## src/rtl/sram_wr_sched_pkg.sv

```systemverilog
// sram_wr_sched_pkg
//   Shared definitions for the SRAM write scheduler: default geometry,
//   a constant-foldable clog2 helper, derived widths and the FSM state type.
//   No ports; imported by the interface, the priority encoder and the top.
package sram_wr_sched_pkg;

    localparam int DEF_DATA_WIDTH   = 16;
    localparam int DEF_NUM_PRIORITY = 8;
    localparam int DEF_FIFO_LENGTH  = 32;

    function automatic int clog2(input int value);
        int result;
        int remaining;
        result    = 0;
        remaining = value - 1;
        while (remaining > 0) begin
            result    = result + 1;
            remaining = remaining >> 1;
        end
        return result;
    endfunction

    localparam int DEF_PRIO_W = clog2(DEF_NUM_PRIORITY);
    localparam int DEF_FREE_W = clog2(DEF_FIFO_LENGTH * DEF_NUM_PRIORITY) + 1;

    typedef enum logic [1:0] {
        ST_IDLE = 2'd0,
        ST_ARB  = 2'd1,
        ST_XFER = 2'd2,
        ST_GAP  = 2'd3
    } sched_state_t;

endpackage

```

## src/rtl/sram_wr_sched_if.sv

```systemverilog
// sram_wr_sched_if
//   Bundles the per-priority FIFO read side and the SRAM write side of the
//   scheduler.
//   FIFO side : q_ready, q_sop, q_eop, q_vld (N bits each), q_data (N*W),
//               q_next (N, driven by the scheduler).
//   SRAM side : sram_free (free words), sram_wr_sop/eop/vld/data/prio,
//               pkt_err (overlong packet pulse), busy (scheduler not idle).
//   master = the scheduler, slave = the surrounding FIFOs/SRAM.
interface sram_wr_sched_if
    import sram_wr_sched_pkg::*;
#(
    parameter int data_w   = DEF_DATA_WIDTH,
    parameter int num_prio = DEF_NUM_PRIORITY,
    parameter int prio_w   = DEF_PRIO_W,
    parameter int free_w   = DEF_FREE_W
);

    logic [num_prio-1:0]        q_ready;
    logic [num_prio-1:0]        q_sop;
    logic [num_prio-1:0]        q_eop;
    logic [num_prio-1:0]        q_vld;
    logic [num_prio*data_w-1:0] q_data;
    logic [num_prio-1:0]        q_next;

    logic [free_w-1:0]          sram_free;
    logic                       sram_wr_sop;
    logic                       sram_wr_eop;
    logic                       sram_wr_vld;
    logic [data_w-1:0]          sram_wr_data;
    logic [prio_w-1:0]          sram_wr_prio;
    logic                       pkt_err;
    logic                       busy;

    modport master (
        input  q_ready, q_sop, q_eop, q_vld, q_data, sram_free,
        output q_next, sram_wr_sop, sram_wr_eop, sram_wr_vld,
               sram_wr_data, sram_wr_prio, pkt_err, busy
    );

    modport slave (
        output q_ready, q_sop, q_eop, q_vld, q_data, sram_free,
        input  q_next, sram_wr_sop, sram_wr_eop, sram_wr_vld,
               sram_wr_data, sram_wr_prio, pkt_err, busy
    );

endinterface

```

## src/rtl/sram_wr_sched_prio_enc.sv

```systemverilog
// sram_wr_sched_prio_enc
//   Purely combinational strict-priority encoder: index 0 wins.
//   req   in  N        request vector
//   idx   out clog2(N) lowest set index (0 when nothing is set)
//   valid out 1        at least one request bit set
module sram_wr_sched_prio_enc
    import sram_wr_sched_pkg::*;
#(
    parameter int num_req = DEF_NUM_PRIORITY,
    parameter int idx_w   = clog2(num_req)
) (
    input  logic [num_req-1:0] req,
    output logic [idx_w-1:0]   idx,
    output logic               valid
);

    // Scan from the top down so the last hit, the lowest set index, wins.
    always_comb begin
        idx   = '0;
        valid = 1'b0;
        for (int i = num_req - 1; i >= 0; i--) begin
            if (req[i]) begin
                idx   = idx_w'(i);
                valid = 1'b1;
            end
        end
    end

endmodule

```

## src/rtl/sram_wr_sched.sv

```systemverilog
// sram_wr_sched
//   Strict-priority packet scheduler from the per-priority ingress FIFOs to
//   the SRAM write port. One whole packet is moved per grant; packets never
//   interleave and every forwarded word is tagged with its priority.
//   clk  in  system clock
//   rst  in  synchronous, active-high reset
//   bus  master side of sram_wr_sched_if (FIFO read side + SRAM write side)
module sram_wr_sched
    import sram_wr_sched_pkg::*;
#(
    parameter int fifo_data_width      = DEF_DATA_WIDTH,
    parameter int fifo_num_of_priority = DEF_NUM_PRIORITY,
    parameter int fifo_length          = DEF_FIFO_LENGTH
) (
    input  logic            clk,
    input  logic            rst,
    sram_wr_sched_if.master bus
);

    localparam int prio_w = clog2(fifo_num_of_priority);
    localparam int cnt_w  = clog2(fifo_length) + 1;

    sched_state_t state;
    sched_state_t state_nxt;

    logic [prio_w-1:0]               grant;
    logic [cnt_w-1:0]                count;
    logic [prio_w-1:0]               enc_idx;
    logic                            enc_vld;
    logic                            sel_vld;
    logic                            sel_eop;
    logic [fifo_data_width-1:0]      sel_data;
    logic                            accept;
    logic                            limit_hit;
    logic                            last_word;
    logic [fifo_num_of_priority-1:0] next_vec;

    logic                       wr_sop_q;
    logic                       wr_eop_q;
    logic                       wr_vld_q;
    logic [fifo_data_width-1:0] wr_data_q;
    logic [prio_w-1:0]          wr_prio_q;
    logic                       pkt_err_q;

    sram_wr_sched_prio_enc #(
        .num_req (fifo_num_of_priority),
        .idx_w   (prio_w)
    ) u_prio_enc (
        .req   (bus.q_ready),
        .idx   (enc_idx),
        .valid (enc_vld)
    );

    // Only the granted FIFO is looked at. A word is taken whenever it is
    // valid during XFER; the packet ends on eop or when the word that would
    // reach fifo_length arrives without one.
    always_comb begin
        sel_vld   = bus.q_vld[grant];
        sel_eop   = bus.q_eop[grant];
        sel_data  = bus.q_data[int'(grant)*fifo_data_width +: fifo_data_width];
        accept    = (state == ST_XFER) && sel_vld;
        limit_hit = (count == cnt_w'(fifo_length - 1));
        last_word = accept && (sel_eop || limit_hit);
    end

    // Next-state and q_next. q_next drops in the very cycle the last word is
    // accepted so the FIFO never pops a word belonging to the next packet
    // (or the tail of an overlong one, which upstream has to flush).
    always_comb begin
        state_nxt = state;
        next_vec  = '0;
        case (state)
            ST_IDLE: begin
                if ((|bus.q_ready) && (int'(bus.sram_free) >= fifo_length)) begin
                    state_nxt = ST_ARB;
                end
            end
            ST_ARB: begin
                state_nxt = enc_vld ? ST_XFER : ST_IDLE;
            end
            ST_XFER: begin
                if (last_word) begin
                    state_nxt = ST_GAP;
                end else begin
                    next_vec[grant] = 1'b1;
                end
            end
            ST_GAP: begin
                state_nxt = ST_IDLE;
            end
            default: begin
                state_nxt = ST_IDLE;
            end
        endcase
    end

    // State register plus grant/priority latch and word counter. The grant
    // is frozen in ARB, so later q_ready changes cannot steal the port.
    always_ff @(posedge clk) begin
        if (rst) begin
            state     <= ST_IDLE;
            grant     <= '0;
            wr_prio_q <= '0;
            count     <= '0;
        end else begin
            state <= state_nxt;
            if (state == ST_ARB) begin
                grant     <= enc_idx;
                wr_prio_q <= enc_idx;
                count     <= '0;
            end else if (accept) begin
                count <= count + 1'b1;
            end
        end
    end

    // One-cycle output register towards SRAM. The first accepted word is
    // always marked sop whatever the FIFO flagged; an overlong packet gets a
    // forced eop together with a single pkt_err pulse.
    always_ff @(posedge clk) begin
        if (rst) begin
            wr_vld_q  <= 1'b0;
            wr_sop_q  <= 1'b0;
            wr_eop_q  <= 1'b0;
            wr_data_q <= '0;
            pkt_err_q <= 1'b0;
        end else begin
            wr_vld_q  <= accept;
            wr_sop_q  <= accept && (count == '0);
            wr_eop_q  <= last_word;
            wr_data_q <= accept ? sel_data : '0;
            pkt_err_q <= accept && limit_hit && !sel_eop;
        end
    end

    assign bus.q_next       = next_vec;
    assign bus.sram_wr_vld  = wr_vld_q;
    assign bus.sram_wr_sop  = wr_sop_q;
    assign bus.sram_wr_eop  = wr_eop_q;
    assign bus.sram_wr_data = wr_data_q;
    assign bus.sram_wr_prio = wr_prio_q;
    assign bus.pkt_err      = pkt_err_q;
    assign bus.busy         = (state != ST_IDLE);

endmodule

```

## src/flat_wrapper.sv

```systemverilog
// flat-port wrapper written by rule: the top's interface ports become plain ports
module sram_wr_sched_flat import sram_wr_sched_pkg::*;
#(
    parameter int fifo_data_width      = DEF_DATA_WIDTH,
    parameter int fifo_num_of_priority = DEF_NUM_PRIORITY,
    parameter int fifo_length          = DEF_FIFO_LENGTH
)
  (clk, rst, bus_q_ready, bus_q_sop, bus_q_eop, bus_q_vld, bus_q_data, bus_sram_free, bus_q_next, bus_sram_wr_sop, bus_sram_wr_eop, bus_sram_wr_vld, bus_sram_wr_data, bus_sram_wr_prio, bus_pkt_err, bus_busy);
  sram_wr_sched_if #(.data_w((16)), .num_prio((8)), .prio_w((3)), .free_w((9))) bus_i ();
  input  logic clk;
  input  logic rst;
  input wire logic [$bits(bus_i.q_ready)-1:0] bus_q_ready;
  input wire logic [$bits(bus_i.q_sop)-1:0] bus_q_sop;
  input wire logic [$bits(bus_i.q_eop)-1:0] bus_q_eop;
  input wire logic [$bits(bus_i.q_vld)-1:0] bus_q_vld;
  input wire logic [$bits(bus_i.q_data)-1:0] bus_q_data;
  input wire logic [$bits(bus_i.sram_free)-1:0] bus_sram_free;
  output wire logic [$bits(bus_i.q_next)-1:0] bus_q_next;
  output wire logic [$bits(bus_i.sram_wr_sop)-1:0] bus_sram_wr_sop;
  output wire logic [$bits(bus_i.sram_wr_eop)-1:0] bus_sram_wr_eop;
  output wire logic [$bits(bus_i.sram_wr_vld)-1:0] bus_sram_wr_vld;
  output wire logic [$bits(bus_i.sram_wr_data)-1:0] bus_sram_wr_data;
  output wire logic [$bits(bus_i.sram_wr_prio)-1:0] bus_sram_wr_prio;
  output wire logic [$bits(bus_i.pkt_err)-1:0] bus_pkt_err;
  output wire logic [$bits(bus_i.busy)-1:0] bus_busy;
  assign bus_i.q_ready = bus_q_ready;
  assign bus_i.q_sop = bus_q_sop;
  assign bus_i.q_eop = bus_q_eop;
  assign bus_i.q_vld = bus_q_vld;
  assign bus_i.q_data = bus_q_data;
  assign bus_i.sram_free = bus_sram_free;
  assign bus_q_next = bus_i.q_next;
  assign bus_sram_wr_sop = bus_i.sram_wr_sop;
  assign bus_sram_wr_eop = bus_i.sram_wr_eop;
  assign bus_sram_wr_vld = bus_i.sram_wr_vld;
  assign bus_sram_wr_data = bus_i.sram_wr_data;
  assign bus_sram_wr_prio = bus_i.sram_wr_prio;
  assign bus_pkt_err = bus_i.pkt_err;
  assign bus_busy = bus_i.busy;
  sram_wr_sched #(.fifo_data_width(fifo_data_width), .fifo_num_of_priority(fifo_num_of_priority), .fifo_length(fifo_length)) u_core (.clk(clk), .rst(rst), .bus(bus_i));
endmodule
```

## config.mk

```make
export PLATFORM = sky130hd
export DESIGN_NAME = sram_wr_sched_flat
export DESIGN_NICKNAME = d
export VERILOG_FILES = /design/src/rtl/sram_wr_sched_pkg.sv /design/src/rtl/sram_wr_sched_if.sv /design/src/rtl/sram_wr_sched_prio_enc.sv /design/src/rtl/sram_wr_sched.sv /design/src/flat_wrapper.sv
export SDC_FILE = /design/constraint.sdc
export NUM_CORES = 1
export LEC_CHECK = 0
export ABC_AREA = 1
export BUFFER_PORTS_ARGS = -buffer_cell sky130_fd_sc_hd__buf_2
export CELL_PAD_IN_SITES_DETAIL_PLACEMENT = 1
export CELL_PAD_IN_SITES_GLOBAL_PLACEMENT = 1
export CORE_MARGIN = 2
export CORE_UTILIZATION = 24
export DETAILED_ROUTE_END_ITERATION = 8
export PLACE_DENSITY = 0.82
export SLEW_MARGIN = 20
export SYNTH_ARGS = -nofsm -noshare
export SYNTH_HDL_FRONTEND = slang
export SYNTH_SLANG_ARGS = --single-unit
```

## constraint.sdc

```tcl
create_clock -name clk -period 2 [get_ports clk]
set_input_delay 0.4 -clock clk [delete_from_list [all_inputs] [get_ports clk]]
set_output_delay 0.4 -clock clk [all_outputs]
set_load 0.05 [all_outputs]
```

==> out/results.tsv <==
stage	metric	value	unit
outcome	status	finished, violations left	
outcome	failing checks	setup timing	
power_and_ir_drop	switching share of total power	34.8	%
clock_network	clk sinks	31	
logic_synthesis	Syn Area/Cell	5.77	um^2
power_and_ir_drop	Pint	1290	uW
critical_path	CP Class	reg2out	
critical_path	CP arrival	1810	ps
cells_and_area	Inserted Diodes	0	
logic_synthesis	ys async rst share	0	%
clock_network	clock root cell	clkbuf_8	
power_and_ir_drop	Pwr per Cell Area	479	mW/mm^2
timing	setup TNS	-1380	ps
floorplanning	Core Rows	37	
clock_network	CTS Buffer Depth	2	
cells_and_area	Layout Utilization	40.1	%
logic_synthesis	post-synthesis cell count	442	
cells_and_area	post-route cell area	0.00414	mm^2
global_routing	global-route wire length before repair	18500	um
logic_synthesis	Post-Syn Nets	615	
logic_synthesis	Compound-Gate Fraction of Synth Area	22.1	%
timing	fmax	0.452	GHz
critical_path	slowest stage delay, CP	380	ps
timing	clock skew	14.9	ps
logic_synthesis	Post-Synth XOR/XNOR Area	1.37	%
route	Post-Route WL	11900	um
route	Final ANT Viol Nets	0	
power_and_ir_drop	Gate power share	35.7	%
floorplanning	Die Ht	107	um
cells_and_area	nets@finish	820	
power_and_ir_drop	Static Leak	0.00208	uW
logic_synthesis	Seq/Total Area, Yosys	24.3	%
floorplanning	core footprint	0.0103	mm^2
clock_network	CTS tree	done	
power_and_ir_drop	register share of total power	32.8	%
cells_and_area	fillers	1384	
route	DR vias/cell	4.85	
timing	worst relative slew slack	71.4	%
floorplanning	Die ar.	0.0115	mm^2
logic_synthesis	Synth Area in Simple Gates	41.4	%
logic_synthesis	Yosys warnings	0	
logic_synthesis	most frequent cell after synthesis	nand2_1	
timing	Period minus WS final	2210	ps
timing	Hold Vio Cnt, Final	0	
logic_synthesis	unique cell type count in the Yosys netlist	34	
critical_path	critical path launch point type	register	
power_and_ir_drop	clock power share	31.5	%
worst_hold_path	HP Class	in2reg	
timing	Hold Worst Slack	415	ps
power_and_ir_drop	Sw Pwr	690	uW
clock_network	H-tree lvl count	2	
critical_path	Worst EP required	1600	ps
logic_synthesis	Synth Flop Type	dfxtp_1	
logic_synthesis	Synth Register Bits	31	
critical_path	Cell Chain, Critical Path	buf_6, buf_6, nand3_2, nand2_1, nor2_2, nand2_4, nand2_4, nand2_8, nor2_4, buf_8	
logic_synthesis	Post-Synth Adder-Cell Area	0.981	%
floorplanning	Starting Density	24.7	%
clock_network	CTS clock-pin slew for the worst setup and hold paths	70	ps
logic_synthesis	top-area cell type share of the netlist area	24.3	%
timing	max-slew violation count	0	
cells_and_area	Area growth syn-to-layout	62.1	%
floorplanning	Die X	107	um
global_routing	maximum number of pins on one net before global-route repair	51	
global_routing	GRT Resource Usage Total	20.0	%
logic_synthesis	Yosys top cell by area	dfxtp_1	
placed_design	PortBufs	189	
cells_and_area	proportion of layout cells with a drive suffix above 1	43.4	%
floorplanning	Ports	203	
placed_design	DP Area	0.00377	mm^2
global_routing	GRT Residual Overflow	0	
clock_network	Post-CTS Hold Buffers	0	
route	via count	3799	
timing	RSZ-0062 raised after global routing	yes	
logic_synthesis	mux contribution to synthesized area	0	%
placed_design	hpwl dp	8810	um
timing	Setup Viol. Count Final	8	
logic_synthesis	synth top area cells	dfxtp_1 24%, nand2_1 24%, a21oi_1 14%	
logic_synthesis	count of flip-flops with a built-in enable after synthesis	0	
critical_path	Max stage delay cell, worst path	dfxtp_4	
job	max-cap viol count	0	
logic_synthesis	cell area after synthesis	0.00255	mm^2
power_and_ir_drop	total power	1980	uW
timing	final worst slack	-212	ps
timing	Final Cycle Share	111	%
timing	actual slew at the worst max-slew pin	429	ps
power_and_ir_drop	VDD IR max	0.254	mV
route	drt wl/cell	15.1	um
logic_synthesis	top cells by count, synth	161 x nand2_1, 70 x a21oi_1, 32 x nor2_1, 31 x dfxtp_1, 23 x nand3_1	
clock_network	CTS Buf Count	5	
placed_design	Placer Congestion	0.816	
global_routing	vias in the first global route	3981	
route	drt first pass iters	4	
critical_path	CP max FO	8	
critical_path	Critical Path Sink Type	output pin	
logic_synthesis	main combinational cell family by area after synthesis	simple AND/OR/NAND/NOR gates	
route	Remaining DRCs	0	
global_routing	initial antenna violation count	0	
clock_network	clock latency on the worst-skew pair	290	ps
route	Starting DRT DRC Count	144	
==> path summary, 6_finish.rpt <==
check / slack [ps] / endpoint / from / cells after the start
min reg2reg: 540 / u_core.count[5] / u_core.count[5] / 2
max reg2reg: 230 / u_core.bus.pkt_err / u_core.grant[2] / 9
max: -210 / bus_q_next[5] / u_core.grant[0] / 10
min: 410 / u_core.bus.sram_wr_data[0] / bus_q_data[112] / 3
==> cell families (layout without fill, tap and decap cells) <==
logic type	Yosys count	count (layout)
compound gates	106	106
xor+xnor	4	4
flops	31	31
fa+ha+maj	2	2
simple gates	246	246
buf+inv	53	259
==> power by group through the flow <==
| stage | registers (uW) | logic [uW] | clock network (uW) |
|---|---|---|---|
| 4_1_cts | 649 | 682 | 648 |
| 6_report | 650 | 708 | 624 |
| 5_1_grt | 652 | 778 | 677 |
| 3_5_place_dp | 667 | 655 | 0 |
| 2_1_floorplan | 702 | 353 | 0 |
| 3_3_place_gp | 665 | 637 | 0 |
==> final cells by class <==
class	count	area, um^2	area share, %
multi-input combinational	358	1810	43.7
timing repair buffer	225	1320	31.8
sequential	31	632	15.3
tap	136	170	4.11
inverter	26	105	2.54
clock buffer	5	68.8	1.66
clock inverter	3	38.8	0.938
==> worst max-delay path, delay by kind of cell (launching register included) <==
kind | cells | cell delay [ps]
AND/OR/NAND/NOR | 7 | 740
buffers and inverters | 3 | 410
flip-flops | 1 | 380
==> cell usage in the layout (no fill, tap or decap), types with 5 or more instances in the layout <==
cell type	synthesis	routed
inv_1	21	20
o21ai_1	13	13
buf_6	1	9
nand3_1	23	19
o21ai_0	13	13
buf_4	6	31
nand4_1	12	12
dfxtp_1	31	28
clkbuf_8	0	5
a21oi_2	7	7
buf_2	16	180
a21oi_1	70	70
nor2_2	3	6
nor2_1	32	20
nor2_4	1	10
nand2_1	161	157
==> registers in the layout, summed over array words and instances (netlist names), named ones only <==
register,count
u_core.bus.sram_wr_data,16
u_core.count,6
u_core.grant,3
u_core.bus.pkt_err,1
u_core.bus.sram_wr_eop,1
u_core.bus.sram_wr_sop,1
u_core.bus.sram_wr_vld,1
u_core.state,1
==> through the flow <==
stage | instances | setup WS, ps
final | 784 | -212
after global routing | 784 | -273
after CTS | 776 | -195
after detailed placement | 761 | -42.9
after global placement | 761 | 34.1
after floorplan | 442 | 26.0
==> per-layer routing <==
layer  up-vias  GRT usage, %  share of wire (%)
li1       1853             -                  -
met1      1783          21.6                 40
met2       138          38.0                 51
met3        25          3.89                6.1
met4         0          7.79                2.5
met5         -             0                  0
==> what timing repair did <==
action | CTS | global route
pin swaps | 7 | 14
setup endpoints to repair | 8 | 9
gates resized for setup | 23 | 18
setup buffers | 7 | 8
cloned | 0 | 0
No activity file was read; power rests on OpenSTA's default activity.
